## src/rtl/pipe_pkg.sv

```systemverilog
// Shared types and payload layout for the inter-stage pipeline boundary registers.
// Stage wrappers use the offsets and pack helper to build and split payload bundles.
package pipe_pkg;

   // Encoding doubles as the occupancy count (EMPTY=0, FULL=1, SKID=2).
   typedef enum logic [1:0] {
      ST_EMPTY = 2'd0,
      ST_FULL  = 2'd1,
      ST_SKID  = 2'd2
   } skid_state_e;

   localparam int RESULT_W = 32;
   localparam int RD_W     = 5;
   localparam int LEN_W    = 3;
   localparam int RW_W     = 2;

   localparam int RESULT_LSB   = 0;
   localparam int RD_LSB       = RESULT_LSB + RESULT_W;
   localparam int LEN_LSB      = RD_LSB + RD_W;
   localparam int RW_LSB       = LEN_LSB + LEN_W;
   localparam int WB_VALID_BIT = RW_LSB + RW_W;
   localparam int WB_SRC_BIT   = WB_VALID_BIT + 1;

   localparam int EX_MEM1_W   = RESULT_W + RD_W + LEN_W + RW_W + 1 + 1;
   localparam int MEM1_MEM2_W = EX_MEM1_W;
   localparam int MEM2_WB_W   = RESULT_W + RD_W + 1 + 1;

   function automatic logic [EX_MEM1_W-1:0] pack_mem1(
      input logic [RESULT_W-1:0] result,
      input logic [RD_W-1:0]     rd,
      input logic [LEN_W-1:0]    len,
      input logic [RW_W-1:0]     rw,
      input logic                wb_valid,
      input logic                wb_src
   );
      return {wb_src, wb_valid, rw, len, rd, result};
   endfunction

endpackage

```

## src/rtl/pipe_stage_reg.sv

```systemverilog
// Pipeline boundary register with valid/ready handshake, stall hold, flush with a
// forwarded one-cycle flush pulse, and an optional 2-entry skid buffer.
module pipe_stage_reg
   import pipe_pkg::*;
#(
   parameter int               WIDTH    = EX_MEM1_W,
   parameter bit               SKID_EN  = 1'b1,
   parameter logic [WIDTH-1:0] RST_DATA = '0
) (
   input  logic             clk,
   input  logic             rst,
   input  logic             in_valid,
   output logic             in_ready,
   input  logic [WIDTH-1:0] in_data,
   input  logic             stall,
   input  logic             flush,
   output logic             out_valid,
   input  logic             out_ready,
   output logic [WIDTH-1:0] out_data,
   output logic             flush_out,
   output logic [1:0]       occupancy
);

   // Handshake: a word moves on a side only in a cycle where its valid and ready are
   // both high; stall masks the downstream side exactly like out_ready=0.
   skid_state_e      state_q, state_d;
   logic [WIDTH-1:0] main_q, main_d;
   logic [WIDTH-1:0] skid_q, skid_d;
   logic             in_ready_q;
   logic             flush_out_q;
   logic             in_xfer;
   logic             out_xfer;

   assign out_valid = (state_q != ST_EMPTY);
   assign out_xfer  = out_valid & out_ready & ~stall;
   assign in_ready  = SKID_EN ? in_ready_q
                              : (~rst & (~out_valid | (out_ready & ~stall)));
   assign in_xfer   = in_valid & in_ready;

   assign out_data  = main_q;
   assign flush_out = flush_out_q;
   assign occupancy = state_q;

   always_comb begin
      state_d = state_q;
      main_d  = main_q;
      skid_d  = skid_q;
      // Flush empties the stage but leaves data registers untouched (don't-care while invalid).
      if (flush) begin
         state_d = ST_EMPTY;
      end else begin
         case (state_q)
            ST_EMPTY: begin
               if (in_xfer) begin
                  state_d = ST_FULL;
                  main_d  = in_data;
               end
            end
            ST_FULL: begin
               if (in_xfer && out_xfer) begin
                  main_d = in_data;
               end else if (in_xfer && SKID_EN) begin
                  state_d = ST_SKID;
                  skid_d  = in_data;
               end else if (out_xfer) begin
                  state_d = ST_EMPTY;
               end
            end
            ST_SKID: begin
               if (out_xfer) begin
                  state_d = ST_FULL;
                  main_d  = skid_q;
               end
            end
            default: begin
               state_d = ST_EMPTY;
            end
         endcase
      end
   end

   always_ff @(posedge clk) begin
      if (rst) begin
         state_q     <= ST_EMPTY;
         main_q      <= RST_DATA;
         skid_q      <= RST_DATA;
         in_ready_q  <= 1'b0;
         flush_out_q <= 1'b0;
      end else begin
         state_q     <= state_d;
         main_q      <= main_d;
         skid_q      <= skid_d;
         in_ready_q  <= (state_d != ST_SKID);
         flush_out_q <= flush;
      end
   end

endmodule

```

## config.mk

```make
export PLATFORM = sky130hd
export DESIGN_NAME = pipe_stage_reg
export DESIGN_NICKNAME = d
export VERILOG_FILES = /design/src/rtl/pipe_pkg.sv /design/src/rtl/pipe_stage_reg.sv
export SDC_FILE = /design/constraint.sdc
export NUM_CORES = 1
export LEC_CHECK = 0
export ABC_AREA = 0
export BUFFER_PORTS_ARGS = -buffer_cell sky130_fd_sc_hd__buf_4
export CORE_MARGIN = 1
export CORE_UTILIZATION = 40
export DETAILED_ROUTE_END_ITERATION = 10
export SETUP_SLACK_MARGIN = 0.02
export SYNTH_ARGS = -nofsm -noshare
export SYNTH_HDL_FRONTEND = slang
export SYNTH_SLANG_ARGS = --single-unit
```

## constraint.sdc

```tcl
create_clock -name clk -period 3.6 [get_ports clk]
set_input_delay 0.18 -clock clk [delete_from_list [all_inputs] [get_ports clk]]
set_output_delay 0.18 -clock clk [all_outputs]
set_load 0.01 [all_outputs]
```

==> summary.json, run 1 <==
{
  "critical_path": {
    "crit_type": "flip-flop to flip-flop",
    "worst-path-max-fanout": 89,
    "worst_ep_arrival_time_ns": 2.29,
    "timing.critical_path.from_type": "flip-flop",
    "endpoint_kind": "flip-flop",
    "worst_ep_required_time_ns": 3.85
  },
  "cells_and_area": {
    "antenna_cells": 0,
    "most_common_cell_after_layout_fill_and_taps_aside": "sky130_fd_sc_hd__buf_4",
    "fillers": 872,
    "flow.area_growth_from_synthesis_pct": 25.8,
    "final_layout_size_suffix_gt1_share_pct": 24.1,
    "number_of_nets_at_the_end_of_the_flow": 537,
    "leading_cell_types_in_the_layout_fill_and_taps_excluded": "sky130_fd_sc_hd__buf_4, sky130_fd_sc_hd__dfxtp_1, sky130_fd_sc_hd__nand2_1"
  },
  "logic_synthesis": {
    "average_size_of_a_mapped_cell_um2": 8.83,
    "synth_compound_area_share_pct": 16.4,
    "synth-simple-area-share_pct": 16.2,
    "synth_top_family_by_area": "compound AO/OA/AOI/OAI gates",
    "synthesized_netlist_cell_count": 408,
    "multiplexer_area_fraction_after_synthesis_pct": 12.2,
    "net_count_synth": 458,
    "synthesis.yosys.warnings": 0,
    "synthAdderAreaFrac_pct": 0,
    "synth-seq-cells": 92,
    "mapped_cell_area_um2": 3600,
    "post_synth_num_cell_types": 17,
    "seq_area_frac_synth_pct": 51.1,
    "synth_xor_xnor_area_share_pct": 0
  },
  "placed_design": {
    "io_buffers": 98,
    "place_ws_ns": 1.56,
    "gp_congestion": 0.740,
    "hpwl_um": 4770
  },
  "timing": {
    "hold_viol_final": 0,
    "max_freq_mhz": 490,
    "drv_slew": 0,
    "accumulated_negative_setup_slack_ns": 0,
    "min_period_ns": 2.04,
    "fin_crit_sh_pct": 56.6,
    "hold_ws_ns": 0.0807,
    "worst-slew-pin-transition_ns": 0.979,
    "max-slew-margin-rel_pct": 34.8,
    "setup_viol_count_final": 0,
    "final.setup_skew_ns": 0.00620,
    "setup_slack_ns": 1.56,
    "rsz0062_at_grt": "no"
  },
  "clock_network": {
    "tritoncts.num_buffers": 9,
    "clock_path_buffers": 2,
    "tritoncts": "done",
    "cts_repair_resized_insts": 0,
    "cts.root.buffer_cell": "sky130_fd_sc_hd__clkbuf_8",
    "sinks_on_the_clock_net": 92,
    "cts.clk_slew.worst_paths_ns": 0.08,
    "insertion_delay_ns": 0.35,
    "postCtsSetupBuffers": 0,
    "hold_buffers": 0,
    "cts.htree.levels": 3
  },
  "min_path": {
    "min-delay-path-class": "primary input to flip-flop"
  },
  "pwr": {
    "leakagePower_nw": 2.01,
    "power.density_cell_area_nw_per_um2": 414,
    "vdd.ir_drop.worst_v": 0.000250
  },
  "global_route": {
    "vias_in_the_first_global_route": 2767,
    "antenna_found_initial": 0,
    "grt_use_total_pct": 17.6,
    "grt_first_pass_wirelength_um": 13300,
    "gr-total-overflow": 0,
    "grt_start_max_net_pins": 93
  },
  "floorplan": {
    "chipHeight_um": 96.9,
    "fp.coreArea_um2": 8720,
    "num_rows": 34,
    "die_width_um": 96.9,
    "floorplan.die_area_um2": 9390,
    "initial_core_utilization_pct": 41.3,
    "top_level_pins": 99
  },
  "outcome": {
    "outcome": "completed"
  },
  "routing": {
    "post_drt_wl_per_cell_um": 13.4,
    "detail_route.iter0.violations": 85,
    "drc": 0,
    "vias_per_cell": 4.92,
    "detailroute.via_count": 2937,
    "drtAntennaViolNets": 0,
    "postRouteWirelength_um": 8020,
    "initial_drt_pass_iterations": 4
  },
  "run": {
    "maximum_capacitance_violations": 0
  }
}
[routing by layer]
layer,up-vias,GRT usage (%),wire [um]
li1,1548,-,-
met1,1321,20.7,3540
met2,60,30.3,3940
met3,8,6.65,469
met4,0,4.13,72
met5,-,0,0
[power by group]
group          switching [mW]  total [mW]  internal (mW)
clock                   0.329       0.605          0.276
combinational          0.0995       0.203          0.104
sequential             0.0177        1.07           1.05
[area by class of cell]
class | count | area (um2) | share of cell area [%]
tap | 108 | 135 | 2.98
multi-input combinational | 283 | 1630 | 36.0
clock inverter | 2 | 12.5 | 0.276
clock buffer | 11 | 151 | 3.34
sequential | 92 | 1840 | 40.7
timing repair buffer | 101 | 758 | 16.7
[Yosys cell counts]
master                     instances  area [um2]
sky130_fd_sc_hd__nor3_2            1        10.0
sky130_fd_sc_hd__nor2b_1           2        12.5
sky130_fd_sc_hd__or2_1             1        6.26
sky130_fd_sc_hd__nand2b_1          3        18.8
sky130_fd_sc_hd__a221oi_4          1        26.3
sky130_fd_sc_hd__dfxtp_1          92        1840
sky130_fd_sc_hd__a211oi_1         44         330
sky130_fd_sc_hd__or3_1             1        6.26
sky130_fd_sc_hd__nand3b_1          1        7.51
sky130_fd_sc_hd__mux2i_1          44         440
sky130_fd_sc_hd__a21oi_1          47         235
sky130_fd_sc_hd__nand2_1          90         338
sky130_fd_sc_hd__buf_4             2        15.0
sky130_fd_sc_hd__buf_2             9        45.0
sky130_fd_sc_hd__clkbuf_1         22        82.6
sky130_fd_sc_hd__nand4b_1          1        8.76
sky130_fd_sc_hd__nor2_1           47         176
[final timing paths]
path / start / endpoint / slack, ns / cells after the start
worst max-delay path: occupancy[1] / out_data[40] / 1.56 / 5
worst min-delay path: in_data[4] / skid_q[4] / 0.08 / 3
worst max register to register: occupancy[1] / out_data[40] / 1.56 / 5
worst min register to register: skid_q[4] / skid_q[4] / 0.45 / 2
[critical path, cell delays in order, from the launching register on]
cell	delay [ns]
sky130_fd_sc_hd__dfxtp_1	0.37
sky130_fd_sc_hd__or2_1	0.29
sky130_fd_sc_hd__a221oi_4	0.25
sky130_fd_sc_hd__buf_4	0.70
sky130_fd_sc_hd__nor2_1	0.08
sky130_fd_sc_hd__a211oi_1	0.25
[through the flow]
| step | util (%) | total power, mW | area (um2) | cells |
|---|---|---|---|---|
| detailed placement | 50.1 | 1.30 | 4370 | 584 |
| global route | 52.0 | 1.96 | 4530 | 597 |
| global placement | 50.1 | 1.29 | 4370 | 584 |
| CTS | 52.0 | 1.91 | 4530 | 597 |
| floorplan | - | 1.18 | 3600 | 408 |
| finish | 52.0 | 1.87 | 4530 | 597 |
[cell families (layout without fill, tap and decap cells)]
family          Yosys count  count (layout)
flops                    92              92
compound gates           92              92
simple gates            147             147
mux                      44              44
buf+inv                  33             114
[state kept, by name, indices dropped and copies added, names as in the netlist]
register,cells
flush_out,1
in_ready,1
occupancy,2
out_data,44
skid_q,44
Power figures use the tool's default switching activity.
==> run 2: changes to the inputs <==
- clock period: 3.6 -> 2 ns (I/O delays scaled with it)
==> run 2 against run 1 <==
Compared with the run above: first-iteration DRC count up 4.7%; clock power grew 110%; routed wire length up 8.1%; global-route usage up 1.3 points; critical path type unchanged; critical endpoint is now out_data[31].
==> summary.json, run 2 (same netlist as run 1, synthesis figures left out) <==
{
  "critical_path": {
    "endpoint_kind": {"value": "flip-flop", "change": "unchanged"},
    "crit_type": {"value": "flip-flop to flip-flop", "change": "unchanged"},
    "slack_of_the_worst_reg_to_reg_path": {"value": 0.25, "unit": "ns", "change": "was 1.56 ns"},
    "worstPathCellList": {"value": "or2_1 > a221oi_4 > buf_4 > nor2_1 > a211oi_1", "change": "unchanged"},
    "critical_path.reg2reg.endpoint": {"value": "out_data[31]", "change": "was out_data[40]"},
    "critical_path.slowest_cell": {"value": "sky130_fd_sc_hd__buf_4", "change": "unchanged"},
    "critical-path-top-delay-family": {"value": "compound AO/OA/AOI/OAI gates", "change": "was buffers and inverters"},
    "worst_ep_arrival_time": {"value": 2.03, "unit": "ns", "change": "was 2.29 ns"},
    "timing.critical_path.from_type": {"value": "flip-flop", "change": "unchanged"},
    "worst-path-max-fanout": {"value": 36, "change": "was 89"},
    "cpPeakStageDelay": {"value": 0.39, "unit": "ns", "change": "was 0.70 ns"},
    "worst_ep_required_time": {"value": 2.27, "unit": "ns", "change": "was 3.85 ns"},
    "worstRegToRegCells": {"value": 5, "change": "unchanged"},
    "worstPathBufferInverterCount": {"value": 1, "change": "unchanged"},
    "timing.rr.start": {"value": "occupancy[1]", "change": "unchanged"}
  },
  "cells_and_area": {
    "number_of_nets_at_the_end_of_the_flow": {"value": 585, "change": "was 537"},
    "multiInputGateArea": {"value": 1630, "unit": "um2", "change": "unchanged"},
    "antenna_cells": {"value": 0, "change": "unchanged"},
    "utilization_after_layout": {"value": 58.3, "unit": "%", "change": "was 52.0%"},
    "regArea": {"value": 1840, "unit": "um2", "change": "unchanged"},
    "most_common_cell_after_layout_fill_and_taps_aside": {"value": "sky130_fd_sc_hd__buf_4", "change": "unchanged"},
    "flow.area_growth_from_synthesis": {"value": 41.2, "unit": "%", "change": "was 25.8%"},
    "leading_cell_types_in_the_layout_fill_and_taps_excluded": {"value": "sky130_fd_sc_hd__buf_4, sky130_fd_sc_hd__dfxtp_1, sky130_fd_sc_hd__nand2_1", "change": "unchanged"},
    "fillers": {"value": 767, "change": "was 872"},
    "design_area": {"value": 5090, "unit": "um2", "change": "was 4530 um2"},
    "final_layout_size_suffix_gt1_share": {"value": 23.1, "unit": "%", "change": "was 24.1%"}
  },
  "routing": {
    "drc": {"value": 0, "change": "unchanged"},
    "drtAntennaViolNets": {"value": 0, "change": "unchanged"},
    "postRouteWirelength": {"value": 8670, "unit": "um", "change": "was 8020 um"},
    "post_drt_wl_per_cell": {"value": 13.4, "unit": "um", "change": "about the same"},
    "detailroute.via_count": {"value": 3175, "change": "was 2937"},
    "initial_drt_pass_iterations": {"value": 4, "change": "unchanged"},
    "detail_route.iter0.violations": {"value": 89, "change": "was 85"},
    "vias_per_cell": {"value": 4.90, "change": "was 4.92"}
  },
  "clock_network": {
    "cts.clk_slew.worst_paths": {"value": 0.09, "unit": "ns", "change": "was 0.08 ns"},
    "cts.root.buffer_cell": {"value": "sky130_fd_sc_hd__clkbuf_8", "change": "unchanged"},
    "sinks_on_the_clock_net": {"value": 92, "change": "unchanged"},
    "tritoncts": {"value": "done", "change": "unchanged"},
    "clock_path_buffers": {"value": 2, "change": "unchanged"},
    "insertion_delay": {"value": 0.35, "unit": "ns", "change": "about the same"},
    "cts.htree.levels": {"value": 3, "change": "unchanged"},
    "postCtsSetupBuffers": {"value": 0, "change": "unchanged"},
    "tritoncts.num_buffers": {"value": 9, "change": "unchanged"}
  },
  "pwr": {
    "report.power.total": {"value": 3.64, "unit": "mW", "change": "was 1.87 mW"},
    "leakagePower": {"value": 2.25, "unit": "nW", "change": "was 2.01 nW"},
    "vdd.ir_drop.worst": {"value": 0.000456, "unit": "V", "change": "was 0.000250 V"},
    "power.density_cell_area": {"value": 715, "unit": "nW/um2", "change": "was 414 nW/um2"}
  },
  "global_route": {
    "gr-total-overflow": {"value": 0, "change": "unchanged"},
    "vias_in_the_first_global_route": {"value": 3058, "change": "was 2767"},
    "grt_use_total": {"value": 18.9, "unit": "%", "change": "was 17.6%"},
    "antenna_found_initial": {"value": 0, "change": "unchanged"},
    "grt_first_pass_wirelength": {"value": 14400, "unit": "um", "change": "was 13300 um"},
    "grt_start_max_net_pins": {"value": 54, "change": "was 93"}
  },
  "floorplan": {
    "die_width": {"value": 96.9, "unit": "um", "change": "unchanged"},
    "num_rows": {"value": 34, "change": "unchanged"},
    "top_level_pins": {"value": 99, "change": "unchanged"},
    "chipHeight": {"value": 96.9, "unit": "um", "change": "unchanged"},
    "floorplan.die_area": {"value": 9390, "unit": "um2", "change": "unchanged"},
    "fp.coreArea": {"value": 8720, "unit": "um2", "change": "unchanged"},
    "initial_core_utilization": {"value": 41.3, "unit": "%", "change": "unchanged"}
  },
  "outcome": {
    "outcome": {"value": "completed", "change": "unchanged"}
  },
  "run": {
    "maximum_capacitance_violations": {"value": 0, "change": "unchanged"}
  },
  "timing": {
    "max_freq": {"value": 570, "unit": "MHz", "change": "was 490 MHz"},
    "fin_crit_sh": {"value": 87.7, "unit": "%", "change": "was 56.6%"},
    "final.setup_skew": {"value": 0.00940, "unit": "ns", "change": "was 0.00620 ns"},
    "hold_viol_final": {"value": 0, "change": "unchanged"},
    "max-slew-margin-rel": {"value": 66.6, "unit": "%", "change": "was 34.8%"},
    "rsz0062_at_grt": {"value": "no", "change": "unchanged"},
    "accumulated_negative_setup_slack": {"value": 0, "unit": "ns", "change": "unchanged"},
    "min_period": {"value": 1.75, "unit": "ns", "change": "was 2.04 ns"},
    "setup_viol_count_final": {"value": 0, "change": "unchanged"},
    "worst-slew-pin-transition": {"value": 0.501, "unit": "ns", "change": "was 0.979 ns"},
    "drv_slew": {"value": 0, "change": "unchanged"}
  },
  "min_path": {
    "min-delay-start": {"value": "in_data[20]", "change": "was in_data[4]"},
    "timing.hold.worst_path_depth": {"value": 3, "change": "unchanged"},
    "min-delay-path-class": {"value": "primary input to flip-flop", "change": "unchanged"},
    "hold_end": {"value": "skid_q[20]", "change": "was skid_q[4]"}
  },
  "placed_design": {
    "io_buffers": {"value": 98, "change": "unchanged"},
    "gp_congestion": {"value": 0.687, "change": "was 0.740"},
    "hpwl": {"value": 5210, "unit": "um", "change": "was 4770 um"},
    "detailed_place.area": {"value": 4450, "unit": "um2", "change": "was 4370 um2"}
  }
}
[run 2: final cells by class]
type,count,share of cell area (%)
timing repair buffer,149,25.1
clock buffer,11,2.78
clock inverter,5,1.18
multi-input combinational,283,32.1
sequential,92,36.2
tap,108,2.66
[run 2: worst register-to-register path, cell delays in order (launching register included)]
cell                       delay [ns]
sky130_fd_sc_hd__dfxtp_1         0.37
sky130_fd_sc_hd__or2_1           0.29
sky130_fd_sc_hd__a221oi_4        0.32
sky130_fd_sc_hd__buf_4           0.39
sky130_fd_sc_hd__nor2_1          0.09
sky130_fd_sc_hd__a211oi_1        0.21
[run 2: what timing repair did]
item                      in CTS  in global routing
hold buffers                  43                  0
hold endpoints to repair      43                  0
resized for setup              0                  0
[run 2: metal layers]
layer / track usage [%] / routed length, um
met5: 0 / 0
met4: 4.94 / 75
met3: 5.13 / 350
met2: 32.3 / 4260
met1: 23.4 / 3980
[run 2: worst max-delay path by stage]
stage / startpoint / end / depth (start not counted)
final: occupancy[1] / out_data[31] / 5
after floorplan: occupancy[0] / out_data[0] / 6
after global routing: occupancy[1] / out_data[41] / 5
after global placement: occupancy[1] / out_data[37] / 5
after CTS: occupancy[1] / out_data[30] / 5
after detailed placement: occupancy[1] / out_data[30] / 5
[run 2: stage by stage]
step | hold slack (ns) | setup slack [ns] | std cells
floorplan | 0.228 | 0.418 | 408
global placement | 0.359 | 0.330 | 589
detailed placement | 0.366 | 0.251 | 589
CTS | 0.00159 | 0.236 | 648
global route | 0.00198 | 0.0924 | 648
finish | 0.0173 | 0.247 | 648
[run 2: power breakdown]
part | switching (mW) | total (mW) | internal, mW
Combinational | 0.197 | 0.445 | 0.249
Sequential | 0.0316 | 1.92 | 1.89
Clock | 0.656 | 1.27 | 0.617
==> run 3: changes to the inputs <==
- CELL_PAD_IN_SITES_DETAIL_PLACEMENT: not set -> 0
- CELL_PAD_IN_SITES_GLOBAL_PLACEMENT: not set -> 2
- CORE_UTILIZATION: 40 -> 30
- PLACE_DENSITY_LB_ADDON: not set -> 0.1
==> run 3 against run 2 <==
Compared with the run above: highest routed layer unchanged; register-to-register slack gained 0.08 ns; sequential power is essentially flat; the flow now finishes with violations (design-rule violations); non-clock buffer count shrank 26; sequential share of layout area grew 0.51 points; fmax grew 5.0%; final cell count grew 1.4%; routed wire length grew 0.92%; clock power grew 64%; clock skew shrank 0.0063 ns.
==> summary.json, run 3 (same netlist as run 1, synthesis figures left out) <==
{
  "outcome": {
    "outcome": {"value": "complete, but fails checks", "change": "was completed"},
    "failed_checks": "design-rule violations"
  },
  "clock_network": {
    "postCtsSetupBuffers": {"value": 0, "change": "unchanged"},
    "cts.clk_slew.worst_paths": {"value": 0.06, "unit": "ns", "change": "was 0.09 ns"},
    "tritoncts.num_buffers": {"value": 9, "change": "unchanged"},
    "clock_path_buffers": {"value": 2, "change": "unchanged"},
    "tritoncts": {"value": "done", "change": "unchanged"},
    "sinks_on_the_clock_net": {"value": 92, "change": "unchanged"},
    "insertion_delay": {"value": 0.34, "unit": "ns", "change": "was 0.35 ns"},
    "cts.root.buffer_cell": {"value": "sky130_fd_sc_hd__clkbuf_16", "change": "was sky130_fd_sc_hd__clkbuf_8"},
    "cts.htree.levels": {"value": 3, "change": "unchanged"}
  },
  "timing": {
    "hold_ws": {"value": 0.0128, "unit": "ns", "change": "was 0.0173 ns"},
    "max_freq": {"value": 599, "unit": "MHz", "change": "was 570 MHz"},
    "min_period": {"value": 1.67, "unit": "ns", "change": "was 1.75 ns"},
    "fin_crit_sh": {"value": 83.5, "unit": "%", "change": "was 87.7%"},
    "worst-slew-pin-transition": {"value": 0.371, "unit": "ns", "change": "was 0.501 ns"},
    "drv_slew": {"value": 0, "change": "unchanged"},
    "final.setup_skew": {"value": 0.00309, "unit": "ns", "change": "was 0.00940 ns"},
    "accumulated_negative_setup_slack": {"value": 0, "unit": "ns", "change": "unchanged"},
    "hold_viol_final": {"value": 0, "change": "unchanged"},
    "max-slew-margin-rel": {"value": 75.3, "unit": "%", "change": "was 66.6%"},
    "setup_viol_count_final": {"value": 0, "change": "unchanged"},
    "rsz0062_at_grt": {"value": "no", "change": "unchanged"}
  },
  "floorplan": {
    "chipHeight": {"value": 112, "unit": "um", "change": "was 96.9 um"},
    "num_rows": {"value": 39, "change": "was 34"},
    "initial_core_utilization": {"value": 31.1, "unit": "%", "change": "was 41.3%"},
    "fp.coreArea": {"value": 11600, "unit": "um2", "change": "was 8720 um2"},
    "floorplan.die_area": {"value": 12400, "unit": "um2", "change": "was 9390 um2"},
    "die_width": {"value": 112, "unit": "um", "change": "was 96.9 um"},
    "top_level_pins": {"value": 99, "change": "unchanged"}
  },
  "routing": {
    "postRouteWirelength": {"value": 8750, "unit": "um", "change": "was 8670 um"},
    "drc": {"value": 8, "change": "was 0"},
    "detail_route.iter0.violations": {"value": 216, "change": "was 89"},
    "detailroute.via_count": {"value": 3031, "change": "was 3175"},
    "vias_per_cell": {"value": 4.61, "change": "was 4.90"},
    "drtAntennaViolNets": {"value": 0, "change": "unchanged"},
    "initial_drt_pass_iterations": {"value": 8, "change": "was 4"},
    "post_drt_wl_per_cell": {"value": 13.3, "unit": "um", "change": "was 13.4 um"}
  },
  "global_route": {
    "antenna_found_initial": {"value": 0, "change": "unchanged"},
    "grt_use_total": {"value": 14.9, "unit": "%", "change": "was 18.9%"},
    "grt_start_max_net_pins": {"value": 49, "change": "was 54"},
    "vias_in_the_first_global_route": {"value": 2906, "change": "was 3058"},
    "gr-total-overflow": {"value": 0, "change": "unchanged"},
    "grt_first_pass_wirelength": {"value": 14600, "unit": "um", "change": "was 14400 um"}
  },
  "critical_path": {
    "endpoint_kind": {"value": "flip-flop", "change": "unchanged"},
    "crit_type": {"value": "flip-flop to flip-flop", "change": "unchanged"},
    "worst-path-max-fanout": {"value": 48, "change": "was 36"},
    "timing.critical_path.from_type": {"value": "flip-flop", "change": "unchanged"},
    "worst_ep_required_time": {"value": 2.25, "unit": "ns", "change": "was 2.27 ns"},
    "worst_ep_arrival_time": {"value": 1.93, "unit": "ns", "change": "was 2.03 ns"}
  },
  "cells_and_area": {
    "final_layout_size_suffix_gt1_share": {"value": 24.7, "unit": "%", "change": "was 23.1%"},
    "design_area": {"value": 5010, "unit": "um2", "change": "was 5090 um2"},
    "fillers": {"value": 1164, "change": "was 767"},
    "antenna_cells": {"value": 0, "change": "unchanged"},
    "flow.area_growth_from_synthesis": {"value": 39.3, "unit": "%", "change": "was 41.2%"},
    "number_of_nets_at_the_end_of_the_flow": {"value": 559, "change": "was 585"},
    "leading_cell_types_in_the_layout_fill_and_taps_excluded": {"value": "sky130_fd_sc_hd__buf_4, sky130_fd_sc_hd__dfxtp_1, sky130_fd_sc_hd__nand2_1", "change": "unchanged"},
    "most_common_cell_after_layout_fill_and_taps_aside": {"value": "sky130_fd_sc_hd__buf_4", "change": "unchanged"},
    "layout.cells.non_filler": {"value": 657, "change": "was 648"}
  },
  "pwr": {
    "vdd.ir_drop.worst": {"value": 0.000572, "unit": "V", "change": "was 0.000456 V"},
    "leakagePower": {"value": 2.21, "unit": "nW", "change": "was 2.25 nW"},
    "power.density_cell_area": {"value": 878, "unit": "nW/um2", "change": "was 715 nW/um2"},
    "internal_power": {"value": 3.49, "unit": "mW", "change": "was 2.75 mW"},
    "sequential_group_share_of_total_power": {"value": 43.6, "unit": "%", "change": "was 52.8%"},
    "pwr-share-comb": {"value": 9.1, "unit": "%", "change": "was 12.2%"},
    "power.share.switching": {"value": 20.8, "unit": "%", "change": "was 24.3%"},
    "p_clk_share": {"value": 47.3, "unit": "%", "change": "was 35.0%"},
    "power.net_switching": {"value": 914, "unit": "uW", "change": "was 884 uW"}
  },
  "placed_design": {
    "gp_congestion": {"value": 0.742, "change": "was 0.687"},
    "dp.cells": {"value": 627, "change": "was 589"},
    "hpwl": {"value": 5630, "unit": "um", "change": "was 5210 um"},
    "io_buffers": {"value": 98, "change": "unchanged"},
    "detailed_place.area": {"value": 4510, "unit": "um2", "change": "was 4450 um2"}
  },
  "min_path": {
    "min-delay-path-class": {"value": "primary input to flip-flop", "change": "unchanged"}
  },
  "run": {
    "maximum_capacitance_violations": {"value": 0, "change": "unchanged"}
  }
}
## run 3: changes by cell type in the layout (fill, tap and decap cells not counted), sizes merged
cell	before	now
clkinvlp	1	0
inv	1	0
dlygate4sd3	43	14
clkbuf	11	12
bufinv	1	4
clkinv	2	0
buf	106	109
## run 3: power groups by stage
stage | Combinational [mW] | Sequential, mW | Clock [mW]
after global routing | 0.446 | 1.92 | 2.23
after CTS | 0.410 | 1.92 | 2.15
after detailed placement | 0.387 | 1.96 | 0
after floorplan | 0.151 | 1.98 | 0
after global placement | 0.386 | 1.96 | 0
final | 0.402 | 1.92 | 2.08
## run 3: worst paths after layout
kind | from | endpoint | slack [ns] | depth (start not counted)
worst min register to register | skid_q[38] | skid_q[38] | 0.45 | 2
worst min-delay path | in_data[8] | skid_q[8] | 0.01 | 3
worst max-delay path | occupancy[1] | out_data[24] | 0.33 | 5
worst max register to register | occupancy[1] | out_data[24] | 0.33 | 5
## run 3: per-stage QoR
step                utilization (%)  total power, mW  setup WS [ns]
finish                         43.4             4.40          0.330
floorplan                         -             2.13          0.418
CTS                            43.4             4.48          0.332
global route                   43.4             4.60          0.164
detailed placement             39.0             2.35          0.348
global placement               39.0             2.34          0.373
## run 3: repair_timing
action                    4_1_cts  5_1_grt
hold buffers                   14        0
gates resized for setup         0        0
hold endpoints to repair       14        0
## run 3: per-layer routing
metal / track usage, % / routed length (um)
met2: 24.0 / 3990
met3: 5.06 / 464
met4: 4.59 / 102
met5: 0 / 0
met1: 18.8 / 4200
## run 3: final cells by class
type | instances | area, um2 | share of cell area, %
Clock inverter | 4 | 120 | 2.40
Sequential cell | 92 | 1840 | 36.7
Timing Repair Buffer | 123 | 996 | 19.9
Tap cell | 143 | 179 | 3.57
Multi-Input combinational cell | 283 | 1630 | 32.5
Clock buffer | 12 | 246 | 4.92
## run 3: critical path, stage by stage (launching register included)
cell	delay (ns)
sky130_fd_sc_hd__dfxtp_1	0.36
sky130_fd_sc_hd__or2_1	0.29
sky130_fd_sc_hd__a221oi_4	0.36
sky130_fd_sc_hd__buf_12	0.27
sky130_fd_sc_hd__nor2_1	0.06
sky130_fd_sc_hd__a211oi_1	0.21
